===== src/rtl/buzzer_pkg.sv =====
// Shared types and constants for the buzzer arbiter: FSM states, requester
// indices, default widths and note periods at 50 MHz.
package buzzer_pkg;

    typedef enum logic [1:0] {
        IDLE = 2'd0,
        PLAY = 2'd1,
        GAP  = 2'd2
    } state_t;

    localparam int NUM_REQ   = 3;
    localparam int REQ_ALARM = 0;
    localparam int REQ_KEY   = 1;
    localparam int REQ_MEL   = 2;

    localparam int DEF_PER_W    = 17;
    localparam int DEF_DUR_W    = 12;
    localparam int DEF_TICK_DIV = 50000;
    localparam int DEF_GAP_MS   = 8;

    localparam int M1 = 95600;
    localparam int M2 = 85150;
    localparam int M3 = 75850;
    localparam int M5 = 63750;
    localparam int M6 = 56800;
    localparam int M7 = 50600;
    localparam int H1 = 47750;

    // Lowest index wins; returns 0 when nothing is requested.
    function automatic logic [1:0] pick_winner(input logic [2:0] r);
        logic [1:0] w;
        w = 2'd0;
        if (r[0])      w = 2'd0;
        else if (r[1]) w = 2'd1;
        else if (r[2]) w = 2'd2;
        return w;
    endfunction

endpackage


===== src/rtl/buzzer_tone.sv =====
// Square-wave generator: free-running period counter with a half-period
// compare. Periods of 0 or 1 produce silence.
module buzzer_tone
    import buzzer_pkg::*;
#(
    parameter int PER_W = DEF_PER_W
) (
    input  logic             clk,
    input  logic             rst,
    input  logic             clr,
    input  logic [PER_W-1:0] per,
    output logic             wave
);

    logic [PER_W-1:0] cnt_q, cnt_d;
    logic             wave_q, wave_d;

    always_comb begin
        cnt_d  = cnt_q;
        wave_d = 1'b0;
        if (clr) begin
            cnt_d = '0;
        end else begin
            wave_d = (per[PER_W-1:1] != '0) && (cnt_q < (per >> 1));
            if (cnt_q >= per - 1'b1) cnt_d = '0;
            else                     cnt_d = cnt_q + 1'b1;
        end
    end

    always_ff @(posedge clk or posedge rst) begin
        if (rst) begin
            cnt_q  <= '0;
            wave_q <= 1'b0;
        end else begin
            cnt_q  <= cnt_d;
            wave_q <= wave_d;
        end
    end

    assign wave = wave_q;

endmodule


===== src/rtl/buzzer_arbiter.sv =====
// Fixed-priority arbiter sharing one buzzer among alarm, key-click and melody.
// Optional BUZZER_MUTE_EN adds a mute input that silences the pin only.
module buzzer_arbiter
    import buzzer_pkg::*;
#(
    parameter int PER_W    = DEF_PER_W,
    parameter int DUR_W    = DEF_DUR_W,
    parameter int TICK_DIV = DEF_TICK_DIV,
    parameter int GAP_MS   = DEF_GAP_MS
) (
    input  logic                   clk,
    input  logic                   rst,
    input  logic [2:0]             req,
    input  logic [3*PER_W-1:0]     per_i,
    input  logic [3*DUR_W-1:0]     dur_i,
`ifdef BUZZER_MUTE_EN
    input  logic                   mute,
`endif
    output logic [2:0]             ack,
    output logic [2:0]             done,
    output logic [2:0]             abrt,
    output logic [1:0]             owner,
    output logic                   busy,
    output logic                   buzzer
);

    localparam int PRE_W = (TICK_DIV > 1) ? $clog2(TICK_DIV) : 1;
    localparam int GAP_W = (GAP_MS > 0) ? $clog2(GAP_MS + 1) : 1;
    localparam logic [PRE_W-1:0] PRE_LAST = PRE_W'(TICK_DIV - 1);
    localparam logic [GAP_W-1:0] GAP_LOAD = GAP_W'(GAP_MS);

    logic [PER_W-1:0] per_arr [NUM_REQ];
    logic [DUR_W-1:0] dur_arr [NUM_REQ];

    genvar gi;
    generate
        for (gi = 0; gi < NUM_REQ; gi++) begin : g_unpack
            assign per_arr[gi] = per_i[gi*PER_W +: PER_W];
            assign dur_arr[gi] = dur_i[gi*DUR_W +: DUR_W];
        end
    endgenerate

    state_t           state_q, state_d;
    logic [PRE_W-1:0] pre_q, pre_d;
    logic [DUR_W-1:0] rem_q, rem_d;
    logic [GAP_W-1:0] gap_q, gap_d;
    logic [PER_W-1:0] per_q, per_d;
    logic [1:0]       owner_q, owner_d;
    logic [2:0]       ack_q, ack_d, done_q, done_d, abrt_q, abrt_d;

    logic [1:0] win_idx;
    logic       win_any, tick, finish, accept, preempt, tone_clr, wave;

    // Completion outranks preemption; a waiting higher request is taken from GAP.
    always_comb begin : decide
        win_any = |req;
        win_idx = pick_winner(req);
        tick    = (pre_q == PRE_LAST);
        finish  = (state_q == PLAY) &&
                  ((rem_q == '0) || (tick && rem_q == DUR_W'(1)));
        preempt = (state_q == PLAY) && !finish && win_any && (win_idx < owner_q);
        accept  = win_any &&
                  ((state_q == IDLE) || (!finish && (win_idx < owner_q)));
    end

    always_comb begin : next_state
        state_d = state_q;
        case (state_q)
            IDLE: if (accept) state_d = PLAY;
            PLAY: if (finish) state_d = (rem_q == '0) ? IDLE : GAP;
            GAP: begin
                if (accept)
                    state_d = PLAY;
                else if (gap_q == '0 || (tick && gap_q == GAP_W'(1)))
                    state_d = IDLE;
            end
            default: state_d = IDLE;
        endcase
    end

    always_comb begin : datapath
        pre_d   = (accept || finish || state_q == IDLE || tick) ? '0 : pre_q + 1'b1;
        rem_d   = rem_q;
        gap_d   = gap_q;
        per_d   = per_q;
        owner_d = owner_q;
        if (accept) begin
            rem_d   = dur_arr[win_idx];
            per_d   = per_arr[win_idx];
            owner_d = win_idx;
        end else if (state_q == PLAY && tick && !finish) begin
            rem_d = rem_q - 1'b1;
        end
        if (finish)
            gap_d = GAP_LOAD;
        else if (state_q == GAP && tick && gap_q != '0)
            gap_d = gap_q - 1'b1;
    end

    always_comb begin : outputs
        ack_d    = accept  ? (3'b001 << win_idx) : 3'b000;
        done_d   = finish  ? (3'b001 << owner_q) : 3'b000;
        abrt_d   = preempt ? (3'b001 << owner_q) : 3'b000;
        tone_clr = accept || (state_d != PLAY);
    end

    always_ff @(posedge clk or posedge rst) begin
        if (rst) begin
            state_q <= IDLE;
            pre_q   <= '0;
            rem_q   <= '0;
            gap_q   <= '0;
            per_q   <= '0;
            owner_q <= '0;
            ack_q   <= '0;
            done_q  <= '0;
            abrt_q  <= '0;
        end else begin
            state_q <= state_d;
            pre_q   <= pre_d;
            rem_q   <= rem_d;
            gap_q   <= gap_d;
            per_q   <= per_d;
            owner_q <= owner_d;
            ack_q   <= ack_d;
            done_q  <= done_d;
            abrt_q  <= abrt_d;
        end
    end

    buzzer_tone #(.PER_W(PER_W)) u_tone (
        .clk  (clk),
        .rst  (rst),
        .clr  (tone_clr),
        .per  (per_q),
        .wave (wave)
    );

    assign ack   = ack_q;
    assign done  = done_q;
    assign abrt  = abrt_q;
    assign owner = owner_q;
    assign busy  = (state_q != IDLE);
`ifdef BUZZER_MUTE_EN
    assign buzzer = wave & ~mute;
`else
    assign buzzer = wave;
`endif

endmodule

===== config.mk =====
export PLATFORM = sky130hd
export DESIGN_NAME = buzzer_arbiter
export DESIGN_NICKNAME = d
export VERILOG_FILES = /design/src/rtl/buzzer_pkg.sv /design/src/rtl/buzzer_tone.sv /design/src/rtl/buzzer_arbiter.sv
export SDC_FILE = /design/constraint.sdc
export NUM_CORES = 1
export LEC_CHECK = 0
export BUFFER_PORTS_ARGS = -buffer_cell sky130_fd_sc_hd__buf_2
export CORE_UTILIZATION = 56
export DETAILED_ROUTE_END_ITERATION = 6
export PLACE_DENSITY = 0.86
export RECOVER_POWER = 50
export SYNTH_ARGS = -nofsm -noshare
export SYNTH_HDL_FRONTEND = slang
export SYNTH_SLANG_ARGS = --single-unit

===== constraint.sdc =====
create_clock -name clk -period 4 [get_ports clk]
set_input_delay 0.4 -clock clk [delete_from_list [all_inputs] [get_ports clk]]
set_output_delay 0.4 -clock clk [all_outputs]
set_load 0.1 [all_outputs]

==> summary.md <==
For this run, design rule violations remaining after detail routing come to 0. The via count of the first global-routing pass came out at 4636. Total power for the finished layout comes to 3.316 mW.

For the worst setup path, the data arrival time is 3850 ps. The tree is rooted in a sky130_fd_sc_hd__clkbuf_8. Clock tree synthesis inserted a total of 9 buffers. From bottom edge to top edge, the die measures 99.78 um. Once detailed placement completed, the half-perimeter wirelength came to 9930 um. Max-cap violations in this run came to 0. Sum of overflow across all layers after global routing: 0. The H-tree generated during clock tree synthesis spans 3 levels. In this run the power spent charging and discharging nets is 1.436 mW.

Cell area power density: 537.5 nW/um^2. Of all cell types, the one taking the most synthesized area is sky130_fd_sc_hd__dfrtp_1. Setup violations remaining at the end of the flow were counted as 0.

Number of design-rule violations left by the first detailed-router iteration: 166. Critical path class: reg -> reg. Post-CTS repair changed the size of 0 cells.

During synthesis, Yosys emitted a total of 0 warnings. Number of antenna violations at the first check in global routing: 0. The worst setup path is launched from a register. The region available for standard cell placement spans 9240 sq um.

Cells with a size suffix above 1 make up 17.68% of the layout. The finished cells cover 6168 sq um. The tightest min-delay check is of the in -> reg type. For the least setup slack across all paths after layout, the log shows 421.6 ps. The logs give 5971 sq um for the standard cell area after detailed placement and 0 for the final count of hold timing violations.

The tools report the worst-case hold slack as 303.1 ps. The proportion of netlist area held by the largest area contributor came out at 37.39%. Across the VDD grid, the largest voltage drop is 0.2241 mV.

Global routing consumed, over all layers together, 27.02% of the routing resources. The count of inserted antenna diode cells is 0, and the starting density of the core is 57.94%. The kind of capture point of the worst setup path is a register. First-pass detailed-route iteration total: 4. The tools report the clock group share of total power as 18.6%. Entering global routing, the biggest net connects 60 pins. The final critical path takes up 89.46% of the cycle. Before CTS, the worst setup slack after placement is 264.6 ps.

The time the final worst path needs with I/O delays and setup was 3578 ps. The part of the total power dissipated in sequential elements was 36.9%. For the number of nets produced by synthesis, the log shows 738. Counting flops with an async set or reset pin after synthesis yields a share of 100.0%. For this block, the via count after detailed routing is 4700. The final layout contains 836 nets.

The average footprint of a synthesized cell is 8.849 sq um. At the pin with the least slew margin, the transition time is 1167 ps. The area of the multi-input gates was 3133 sq um; the insertion delay of the later-clocked pin in the worst-skew pair was 360 ps.

Hold repair after CTS inserted 0 buffers. The congestion estimate from routability-driven global placement came to 0.9163. The clock transition at the registers of the reported paths is 90 ps, and the post-synthesis cell count is 605.

Static timing analysis puts the maximum clock frequency at 279.5 MHz. Setup repair after global routing left no endpoint under its margin. TritonCTS built the clock tree. After detailed routing, the number of vias per cell comes to 5.622.

The run gives 44.5% as the logic gate share of total power. The relative slew slack is 22.23%, and the wire length after detailed routing is 12750 um. The floorplan step set the die width to 99.78 um. Clock skew on the completed layout was measured at 16.04 ps.

The post-synthesis to final-layout area growth was 15.21%; the leakage power total was 2.941 nW. 105 I/O pins were placed. The number of synthesized register bits was 80; the sequential element share of the synthesized area was 37.39%.

Once detail routing completed, the nets flagged for antenna violations numbered 0. STA puts the critical path data required time at 4270 ps. Counting flops with a built-in enable in the synthesized netlist gives 0. CTS saw 80 sinks.

The run gives 2002 sq um as the register area. The flow ran to the end, and the final reports show no timing, DRC or antenna violations. At the end of the flow the core is filled with cells to 66.76%. The cell-internal power was 1.880 mW. For this run, the leading register cell type out of synthesis is sky130_fd_sc_hd__dfrtp_1.

The tools report the count of pins over their slew limit as 0. The die covers 9955 sq um. In this run, placement finished with an instance count of 821. The filler cell count in the final layout was 764.

Summing every instance area after synthesis gives 5354 sq um. In this run the post-CTS setup repair buffer count came out at 0. The run gives 35 as the floorplan row count. Synthesis instantiated 49 different standard cells from the library. Ranked by total cell area, the synthesized netlist is headed by sky130_fd_sc_hd__dfrtp_1, sky130_fd_sc_hd__ha_1, sky130_fd_sc_hd__nor2_1. Adding up every negative setup slack in the final design gives 0 ps. The final instance count without filler cells was 836. The clock passes through at most 2 buffers. The routed wirelength normalized by instance count is 15.25 um, and the critical-path maximum fanout is 17. The first global-routing pass estimated 21270 um of wire.

The top cell types in the final layout, fill and taps aside, are sky130_fd_sc_hd__nor2_1, sky130_fd_sc_hd__buf_2, sky130_fd_sc_hd__dfrtp_1, sky130_fd_sc_hd__a21oi_1, sky130_fd_sc_hd__nand2_1. The count of buffers added on input and output ports is 104. In this run switching power makes up 43.31% of total power.
-- area by class of cell --
class | count | area share, %
Clock buffer | 11 | 2.454
Clock inverter | 4 | 0.8519
Inverter | 34 | 2.069
Multi-Input combinational cell | 470 | 50.79
Sequential cell | 80 | 32.45
Tap cell | 129 | 2.617
Timing Repair Buffer | 108 | 8.763
-- cells in the mapped netlist, drive strengths merged, types with 2 or more instances --
master  number
nand3       17
nor3b        4
nand2b       4
a21oi       43
nor2b        3
o21ai       26
clkbuf      12
inv         34
ha          41
o211ai       3
nor2        98
nand3b       3
a21o         6
nor4         9
o21a         2
mux2i       32
buf          9
nand4       13
or2          2
nor4b        3
dfrtp       80
nand4b       3
and2         3
or4b         3
and3        11
xor2        18
nand2       42
nor3        17
a211oi      14
xnor2       37
-- worst max-delay path, cell delays in order (launching register included) --
cell,delay [ps]
sky130_fd_sc_hd__dfrtp_1,400
sky130_fd_sc_hd__inv_1,80
sky130_fd_sc_hd__ha_1,190
sky130_fd_sc_hd__nand2b_1,90
sky130_fd_sc_hd__nor4_1,350
sky130_fd_sc_hd__nand2_1,190
sky130_fd_sc_hd__nor2_1,150
sky130_fd_sc_hd__nand3_1,110
sky130_fd_sc_hd__xnor2_1,130
sky130_fd_sc_hd__ha_1,310
sky130_fd_sc_hd__o21a_1,120
sky130_fd_sc_hd__o211ai_1,260
sky130_fd_sc_hd__nor2_1,90
sky130_fd_sc_hd__a221oi_1,230
sky130_fd_sc_hd__or4b_4,620
sky130_fd_sc_hd__nor2_1,160
-- cells by family (layout without fill, tap and decap cells) --
group	after synthesis	count (layout)	share of synthesized area [%]
simple gates	240	240	22.18
compound gates	101	101	11.26
flops	80	80	37.39
xor+xnor	55	55	8.997
buf+inv	55	157	4.393
fa+ha+maj	41	41	9.582
mux	33	33	6.193
-- final timing paths --
kind | from | endpoint | slack (ps) | depth (start not counted)
worst min-delay path | per_i[34] | per_q[0] | 300 | 3
worst max register to register | per_q[0] | u_tone.cnt_q[5] | 420 | 15
max in group asynchronous | rst | per_q[16] | 1940 | 3
worst max-delay path | per_q[0] | u_tone.cnt_q[5] | 420 | 15
worst min register to register | pre_q[0] | pre_q[0] | 460 | 1
min in group asynchronous | rst | u_tone.cnt_q[1] | 320 | 2
-- sequential cells by signal, indices dropped and copies added (netlist names) --
name          cells
done              3
pre_q            16
owner             2
rem_q            12
ack               3
per_q            17
u_tone.wave       1
u_tone.cnt_q     17
abrt              3
state_q           2
gap_q             4
-- power by group through the flow --
| stage | combinational (mW) | clock, mW | sequential, mW |
|---|---|---|---|
| floorplan | 0.995 | 0 | 1.37 |
| global placement | 1.41 | 0 | 1.21 |
| detailed placement | 1.47 | 0 | 1.23 |
| CTS | 1.48 | 0.625 | 1.22 |
| global route | 1.65 | 0.660 | 1.26 |
| finish | 1.48 | 0.615 | 1.22 |
-- metal layers --
metal,up-vias,GRT usage (%),part of all wire (%)
met1,2230,32.55,43
met2,136,47.96,50
met3,33,4.875,3.9
li1,2301,-,-
met4,0,10.52,2.8
met5,-,0,0
No activity file was read; power rests on OpenSTA's default activity.
